<file path="src/rtl/hazard_controller.sv">
`default_nettype none
// ============================================================================
// Module   : hazard_controller
// Purpose  : Pipeline hazard control for the 16-bit core. It covers load-use
//            hazards, branch redirects and multiply/divide occupancy.
//            Optional stall-cycle statistics are enabled by HAZARD_STATS_EN.
// Revision : 1.0 - initial release
// ============================================================================
module hazard_controller #(
  parameter int REG_BITS      = 4,
  parameter int MULDIV_CYCLES = 8
) (
  input  logic                clock,
  input  logic                reset,
  input  logic [REG_BITS-1:0] idRs,
  input  logic [REG_BITS-1:0] idRt,
  input  logic                idUsesRt,
  input  logic                idIsMulDiv,
  input  logic                exMemRead,
  input  logic [REG_BITS-1:0] exRd,
  input  logic                branchTaken,
  output logic                pcWrite,
  output logic                ifIdHold,
  output logic                ifIdFlush,
  output logic                idExBubble,
  output logic                busy,
  output logic [15:0]         stallCycles
);

  typedef enum logic [1:0] {
    RUN     = 2'd0,
    MULDIV  = 2'd1,
    RELEASE = 2'd2
  } state_t;

  // The first stall cycle is spent in RUN, so MULDIV loads the remaining count minus one.
  localparam logic [7:0] c_MD_INIT = (MULDIV_CYCLES >= 2) ? 8'(MULDIV_CYCLES - 2) : 8'd0;
  localparam logic       c_MD_ONE  = (MULDIV_CYCLES == 1);

  state_t     r_state;
  logic [7:0] r_cnt;

  logic w_lu;
  logic w_pc_write;
  logic w_if_id_hold;
  logic w_if_id_flush;
  logic w_id_ex_bubble;
  logic w_busy;

  assign w_lu = exMemRead && (exRd != '0) &&
                ((exRd == idRs) || (idUsesRt && (exRd == idRt)));

  always_comb begin
    w_pc_write     = 1'b0;
    w_if_id_hold   = 1'b0;
    w_if_id_flush  = 1'b0;
    w_id_ex_bubble = 1'b0;
    w_busy         = 1'b0;
    case (r_state)
      RUN: begin
        if (branchTaken) begin
          w_if_id_flush  = 1'b1;
          w_id_ex_bubble = 1'b1;
        end else if (w_lu) begin
          w_pc_write     = 1'b1;
          w_if_id_hold   = 1'b1;
          w_id_ex_bubble = 1'b1;
        end else if (idIsMulDiv) begin
          w_pc_write     = 1'b1;
          w_if_id_hold   = 1'b1;
          w_id_ex_bubble = 1'b1;
          w_busy         = 1'b1;
        end
      end
      MULDIV: begin
        if (branchTaken) begin
          w_if_id_flush  = 1'b1;
          w_id_ex_bubble = 1'b1;
        end else begin
          w_pc_write     = 1'b1;
          w_if_id_hold   = 1'b1;
          w_id_ex_bubble = 1'b1;
          w_busy         = 1'b1;
        end
      end
      RELEASE: begin
        // The held instruction moves on; it must not retrigger its own stall.
        if (branchTaken) begin
          w_if_id_flush  = 1'b1;
          w_id_ex_bubble = 1'b1;
        end
      end
      default: begin
        w_pc_write     = 1'b0;
      end
    endcase
  end

  always_ff @(posedge clock) begin
    if (reset) begin
      r_state <= RUN;
      r_cnt   <= 8'd0;
    end else begin
      case (r_state)
        RUN: begin
          if (!branchTaken && !w_lu && idIsMulDiv) begin
            if (c_MD_ONE) begin
              r_state <= RELEASE;
            end else begin
              r_state <= MULDIV;
              r_cnt   <= c_MD_INIT;
            end
          end
        end
        MULDIV: begin
          if (branchTaken) begin
            r_state <= RUN;
            r_cnt   <= 8'd0;
          end else if (r_cnt == 8'd0) begin
            r_state <= RELEASE;
          end else begin
            r_cnt <= r_cnt - 8'd1;
          end
        end
        RELEASE: begin
          r_state <= RUN;
        end
        default: begin
          r_state <= RUN;
          r_cnt   <= 8'd0;
        end
      endcase
    end
  end

  assign pcWrite    = w_pc_write;
  assign ifIdHold   = w_if_id_hold;
  assign ifIdFlush  = w_if_id_flush;
  assign idExBubble = w_id_ex_bubble;
  assign busy       = w_busy;

`ifdef HAZARD_STATS_EN
  logic [15:0] r_stall_cnt;

  always_ff @(posedge clock) begin
    if (reset) begin
      r_stall_cnt <= 16'd0;
    end else if (w_pc_write && (r_stall_cnt != 16'hFFFF)) begin
      r_stall_cnt <= r_stall_cnt + 16'd1;
    end
  end

  assign stallCycles = r_stall_cnt;
`else
  assign stallCycles = 16'd0;
`endif

endmodule
`default_nettype wire

</file>
<file path="config.mk">
export PLATFORM = sky130hd
export DESIGN_NAME = hazard_controller
export DESIGN_NICKNAME = d
export VERILOG_FILES = /design/src/rtl/hazard_controller.sv
export SDC_FILE = /design/constraint.sdc
export NUM_CORES = 1
export LEC_CHECK = 0
export CAP_MARGIN = 30
export CELL_PAD_IN_SITES_DETAIL_PLACEMENT = 0
export CELL_PAD_IN_SITES_GLOBAL_PLACEMENT = 1
export CORE_MARGIN = 5
export CORE_UTILIZATION = 30
export DETAILED_ROUTE_END_ITERATION = 10
export GPL_ROUTABILITY_DRIVEN = 0
export HOLD_SLACK_MARGIN = 0.15
export PLACE_DENSITY_LB_ADDON = 0.15
export SLEW_MARGIN = 30
export SYNTH_ARGS = -nofsm -noshare
export SYNTH_HDL_FRONTEND = slang
export SYNTH_SLANG_ARGS = --single-unit
</file>
<file path="constraint.sdc">
create_clock -name clock -period 7.1 [get_ports clock]
set_clock_uncertainty 0.05 [all_clocks]
set_input_delay 2.13 -clock clock [delete_from_list [all_inputs] [get_ports clock]]
set_output_delay 2.13 -clock clock [all_outputs]
set_load 0.1 [all_outputs]
</file>
After elaboration in Yosys (flattened, before gate mapping)
Index checks and enable logic that the tools add are counted.

Word-level logic and storage cells: 45. Output and inout bits: 21. Register bits after elaboration: 10. Input port bits: 18.

Muxes and demuxes: 20. Bitwise gates (word level): 1. $add $sub $neg: 1. Eq/ne operators: 7. Reduce and logical (&&, ||, !) cells: 14.

Operator list (number): 8-bit 2-to-1 mux (3); 8-bit one-hot mux with 3 select lines (1); 1-bit 2-to-1 mux (9); 4-bit equality test (2); 8-bit zero test (1); 8-bit by 1-bit subtractor with 8-bit output (second input constant) (1); 2-bit 2-to-1 mux (3); 3-bit != test (second input constant) (2); 1-bit logical AND (5); 1-bit one-hot mux with 2 select lines (2); 2-bit one-hot mux with 2 select lines (1); 4-bit nonzero test (1); 1-bit one-hot mux with 3 select lines (1); 3-bit AND reduction (1); 3-bit OR reduction (1); 2-bit by 1-bit equality test with 1-bit output (second input constant) (1); 2-bit equality test (second input constant) (1); 1-bit zero test (2); 2-bit zero test (1); 2-bit != test (second input constant) (1); 2-bit AND reduction (1); 1-bit logical OR (1); 1-bit NOT (1).

Logic depth before layout (Yosys ltp)
Word-level depth: 9. Depth in mapped cells: 6. Mapped depth without buffers: 6.

Worst setup path after synthesis
Ideal clock, no wire load.

Path kind: input-to-output. Start: in exRd[3]. End: out pcWrite. Arrival time: 5453 ps. Required time: 4920 ps. Buffers on the path: 1. Stages on the path: 6. Setup slack: -533 ps. Path through: xor2_1 > nor4_1 > o2bb2ai_1 > nor3_1 > nor3_1 > buf_4.

Longest elaborated chain between the ends: 7. Elaborated cells on any way between the ends: 10. Those cells by class: 2 x eq/ne; 3 x mux; 5 x reduce/logical.

Ends and longest elaborated chain: start: declaration (RTL line 20) `input logic [REG_BITS-1:0] exRd,`; 4-bit equality test (RTL line 51) `((exRd == idRs) || (idUsesRt && (exRd == idRt)));`; 1-bit logical AND (RTL line 51); 1-bit logical OR (RTL line 51); 1-bit logical AND * (RTL line 50) `assign w_lu = exMemRead && (exRd != '0) &&`; 1-bit 2-to-1 mux * (2 in a row); 1-bit one-hot mux with 2 select lines *; end: declaration (RTL line 22) `output logic pcWrite,`.

Mark *: on every way between the ends. The rest lies on a longest branch, timed or not.

Worst setup path in the final report
Start: in exRd[3]. End: out idExBubble.

Longest elaborated chain between the ends: 7. Elaborated cells on any way between the ends: 10. Those cells by class: 2 x eq/ne; 3 x mux; 5 x reduce/logical.

Ends and longest elaborated chain: 4-bit equality test (RTL line 51); 1-bit logical AND (RTL line 51); 1-bit logical OR (RTL line 51); 1-bit logical AND * (RTL line 50); 1-bit 2-to-1 mux * (RTL line 64) `end else if (w_lu) begin`; 1-bit 2-to-1 mux * (RTL line 61) `if (branchTaken) begin`; 1-bit one-hot mux with 3 select lines * (RTL line 59) `case (r_state)`; end: declaration (RTL line 25) `output logic idExBubble,`.

Marked as above.

==> results.toml <==
[grt]
grt_first_pass_wirelength_mm = 2.91
grt_usage = 0.101
largest_net_degree_at_the_start_of_global_routing = 11
overflow = 0
first_global_vias = 622
antenna_found_initial = 0

[detailed_routing]
first_iter_violations = 25
drc = 0
drt_first_pass_iters = 4
post_drt_via_cell_ratio = 4.85
wirelength_mm = 1.92
dr_total_vias = 727
number_of_routed_nets_with_antenna_violations = 0
wl_per_cell_microns = 12.8

[floorplanning]
fp.dieArea_sq_um = 3820
initial_core_util = 0.319
coreArea_sq_um = 2520
die-height_microns = 61.8
die_x_microns = 61.8
number_of_i_o_pins = 39
std_cell_rows = 18

[power]
max-vdd-ir-drop_mv = 0.107
internal-power_mw = 0.101
p_sw_mw = 0.0954
p_seq_frac = 0.313
powerDensity_nw_per_um2 = 196
power.share.combinational = 0.490
p_sw_frac = 0.485
finalPower_mw = 0.197
power.static_leakage_nw = 0.412
share_clk_of_total_power = 0.197

[setup_path]
setup.worst_path.end = "idExBubble"
critical_path_arrival_ns = 3.93
ff2ff_setup_slack_ns = 5.39
timing.setup.critical_path_class = "in2out"
rr_startpoint = "r_cnt[2]"
regToRegEndpoint = "r_cnt[1]"
crit_required_ns = 4.92
critical_path.startpoint = "exRd[3]"
worstPathMaxFanout = 3
worstSetupEndpointType = "output port"
critPathLaunchType = "input pin"
ff2ff_path_depth = 5

[sta]
setup_ws_ns = 0.990
fin_setup_tns_ns = 0
slew-limit-headroom = 0.583
shortest_clock_period_the_worst_path_allows_after_layout_ns = 6.11
achievable-frequency_ghz = 0.164
worst_hold_slack_ns = 0.468
rsz_0062_raised_after_global_routing = "no"
final.period_utilization = 0.861
final_hold_viol_count = 0
max_slew.worst_pin.slew_ns = 0.617
timing.final.setup_violations = 0
drv_slew = 0

[placement]
placement.io_buffers = 22
dpl_worst_slack_ns = 0.961
postPlaceCellArea_sq_um = 980
dp_cells = 147
dp_hpwl_mm = 1.52

[final_layout]
sequential_cell_area_sq_um = 200
final_area_sq_um = 1000
finish.net_count = 141
area_delta_synth_final_pct = 24.6
layout.cells.most_common_list = "17 x clkdlybuf4s50_1, 16 x conb_1, 10 x dfxtp_1"
final_layout_fill_cell_count = 266
finish.utilization = 0.397
fin_cells = 150
post_route_cells_drive_above_1_share = 0.117
insertedDiodeCount = 0
multi_input_area_sq_um = 523
leading_cell_type_in_the_layout_fill_and_taps_excluded = "clkdlybuf4s50_1"

[clock_network]
clock_tree.root_cell = "clkbuf_4"
cts.repair_timing.setup_buffer_count = 0
numCtsBuffers = 3
cts.htree.levels = 1
clock_insertion_delay_worst_skew_ns = 0.26
holdBufCountCts = 0
cts_resized = 0
clkSinkCount = 10
clkSlewWorstSetupHoldPaths_ns = 0.06
buffer_levels_on_the_longest_clock_path = 2
tritoncts_clock_tree = "built"

[outcome]
status = "completed"

[synthesis]
synth.yosys.seq_area_share = 0.249
synth-seq-cells = 10
synth_top_cell_by_area = "dfxtp_1"
synth.cell_area_sq_um = 805
synthCells = 98
synth.area.top_cells = "dfxtp_1 25%, buf_4 16%, o2bb2ai_1 5.4%, xnor2_1 4.4%, xor2_1 4.4%"
synth_cell_type_count = 37
synth_largest_type_area_fraction = 0.249
synthesis.area_per_instance_sq_um = 8.21
number_of_warnings_issued_by_yosys = 0

[hold_path]
worst_hold_path_type = "reg2reg"

[job]
maxCapViolCount = 0
==> cells in the mapped netlist (all sizes together) <==
library cell   n
mux2i          1
o31ai          1
nor4b          1
a211o          1
and3           1
a21oi          3
conb           1
nor2           7
o41a           1
nand2          9
dfxtp         10
o211ai         1
o31a           1
a22oi          1
clkbuf         1
nand3          3
or2            2
nor3b          2
o21ba          1
a31oi          1
inv            3
o2bb2ai        5
nand3b         2
nor4           2
o22ai          3
buf           17
nor3           3
o311a          1
xnor2          4
a221oi         1
a2111oi        1
o21ai          1
ha             1
xor2           4
a21o           1
==> logic make-up (layout without fill, tap and decap cells) <==
kind of cell,Yosys count,count (layout),share of synthesized area
XOR/XNOR,8,8,0.0871
other,1,16,0.00466
multiplexers,1,1,0.0124
buffers and inverters,21,28,0.177
flip-flops,10,10,0.249
AND/OR/NAND/NOR,32,32,0.207
adder cells (fa/ha/maj),1,1,0.0155
AO/OA/AOI/OAI,24,24,0.247
==> worst min path at each step <==
stage	startpoint	end	slack (ns)	depth (start not counted)
floorplan	r_cnt[4]	r_cnt[4]	0.43	1
global placement	r_cnt[4]	r_cnt[4]	0.46	1
detailed placement	r_cnt[4]	r_cnt[4]	0.46	1
CTS	r_cnt[4]	r_cnt[4]	0.47	1
global route	r_cnt[4]	r_cnt[4]	0.48	1
finish	r_cnt[4]	r_cnt[4]	0.47	1
==> state kept, by name (all words and copies together), names as in the netlist <==
register and cells:
r_state 2, r_cnt 8
==> area by class of cell <==
| cell class | instances | share of cell area |
|---|---|---|
| Inverter | 3 | 0.0112 |
| Timing Repair Buffer | 22 | 0.207 |
| Sequential cell | 10 | 0.200 |
| Multi-Input combinational cell | 82 | 0.522 |
| Tap cell | 30 | 0.0375 |
| Clock buffer | 3 | 0.0225 |
==> worst max-delay path, stage by stage <==
cell and delay, ns:
clkdlybuf4s50_1 0.49, xor2_1 0.20, nor4_1 0.32, o2bb2ai_1 0.21
nor3_1 0.11, o22ai_1 0.16, buf_4 0.32
==> power groups by stage <==
stage / clock [mW] / combinational, mW / sequential (mW)
2_1_floorplan: 0 / 0.0848 / 0.0612
6_report: 0.0386 / 0.0964 / 0.0615
4_1_cts: 0.0405 / 0.0961 / 0.0613
3_5_place_dp: 0 / 0.0958 / 0.0626
3_3_place_gp: 0 / 0.0959 / 0.0626
5_1_grt: 0.0435 / 0.101 / 0.0619
==> routing by layer <==
| layer | GRT usage | vias up | share of wire |
|---|---|---|---|
| met5 | 0 | - | 0 |
| met4 | 0.00909 | 0 | 0.0047 |
| met3 | 0.0434 | 2 | 0.098 |
| met2 | 0.155 | 25 | 0.43 |
| met1 | 0.137 | 328 | 0.46 |
| li1 | - | 372 | - |
Note: power is estimated with default switching activity, not from simulation.
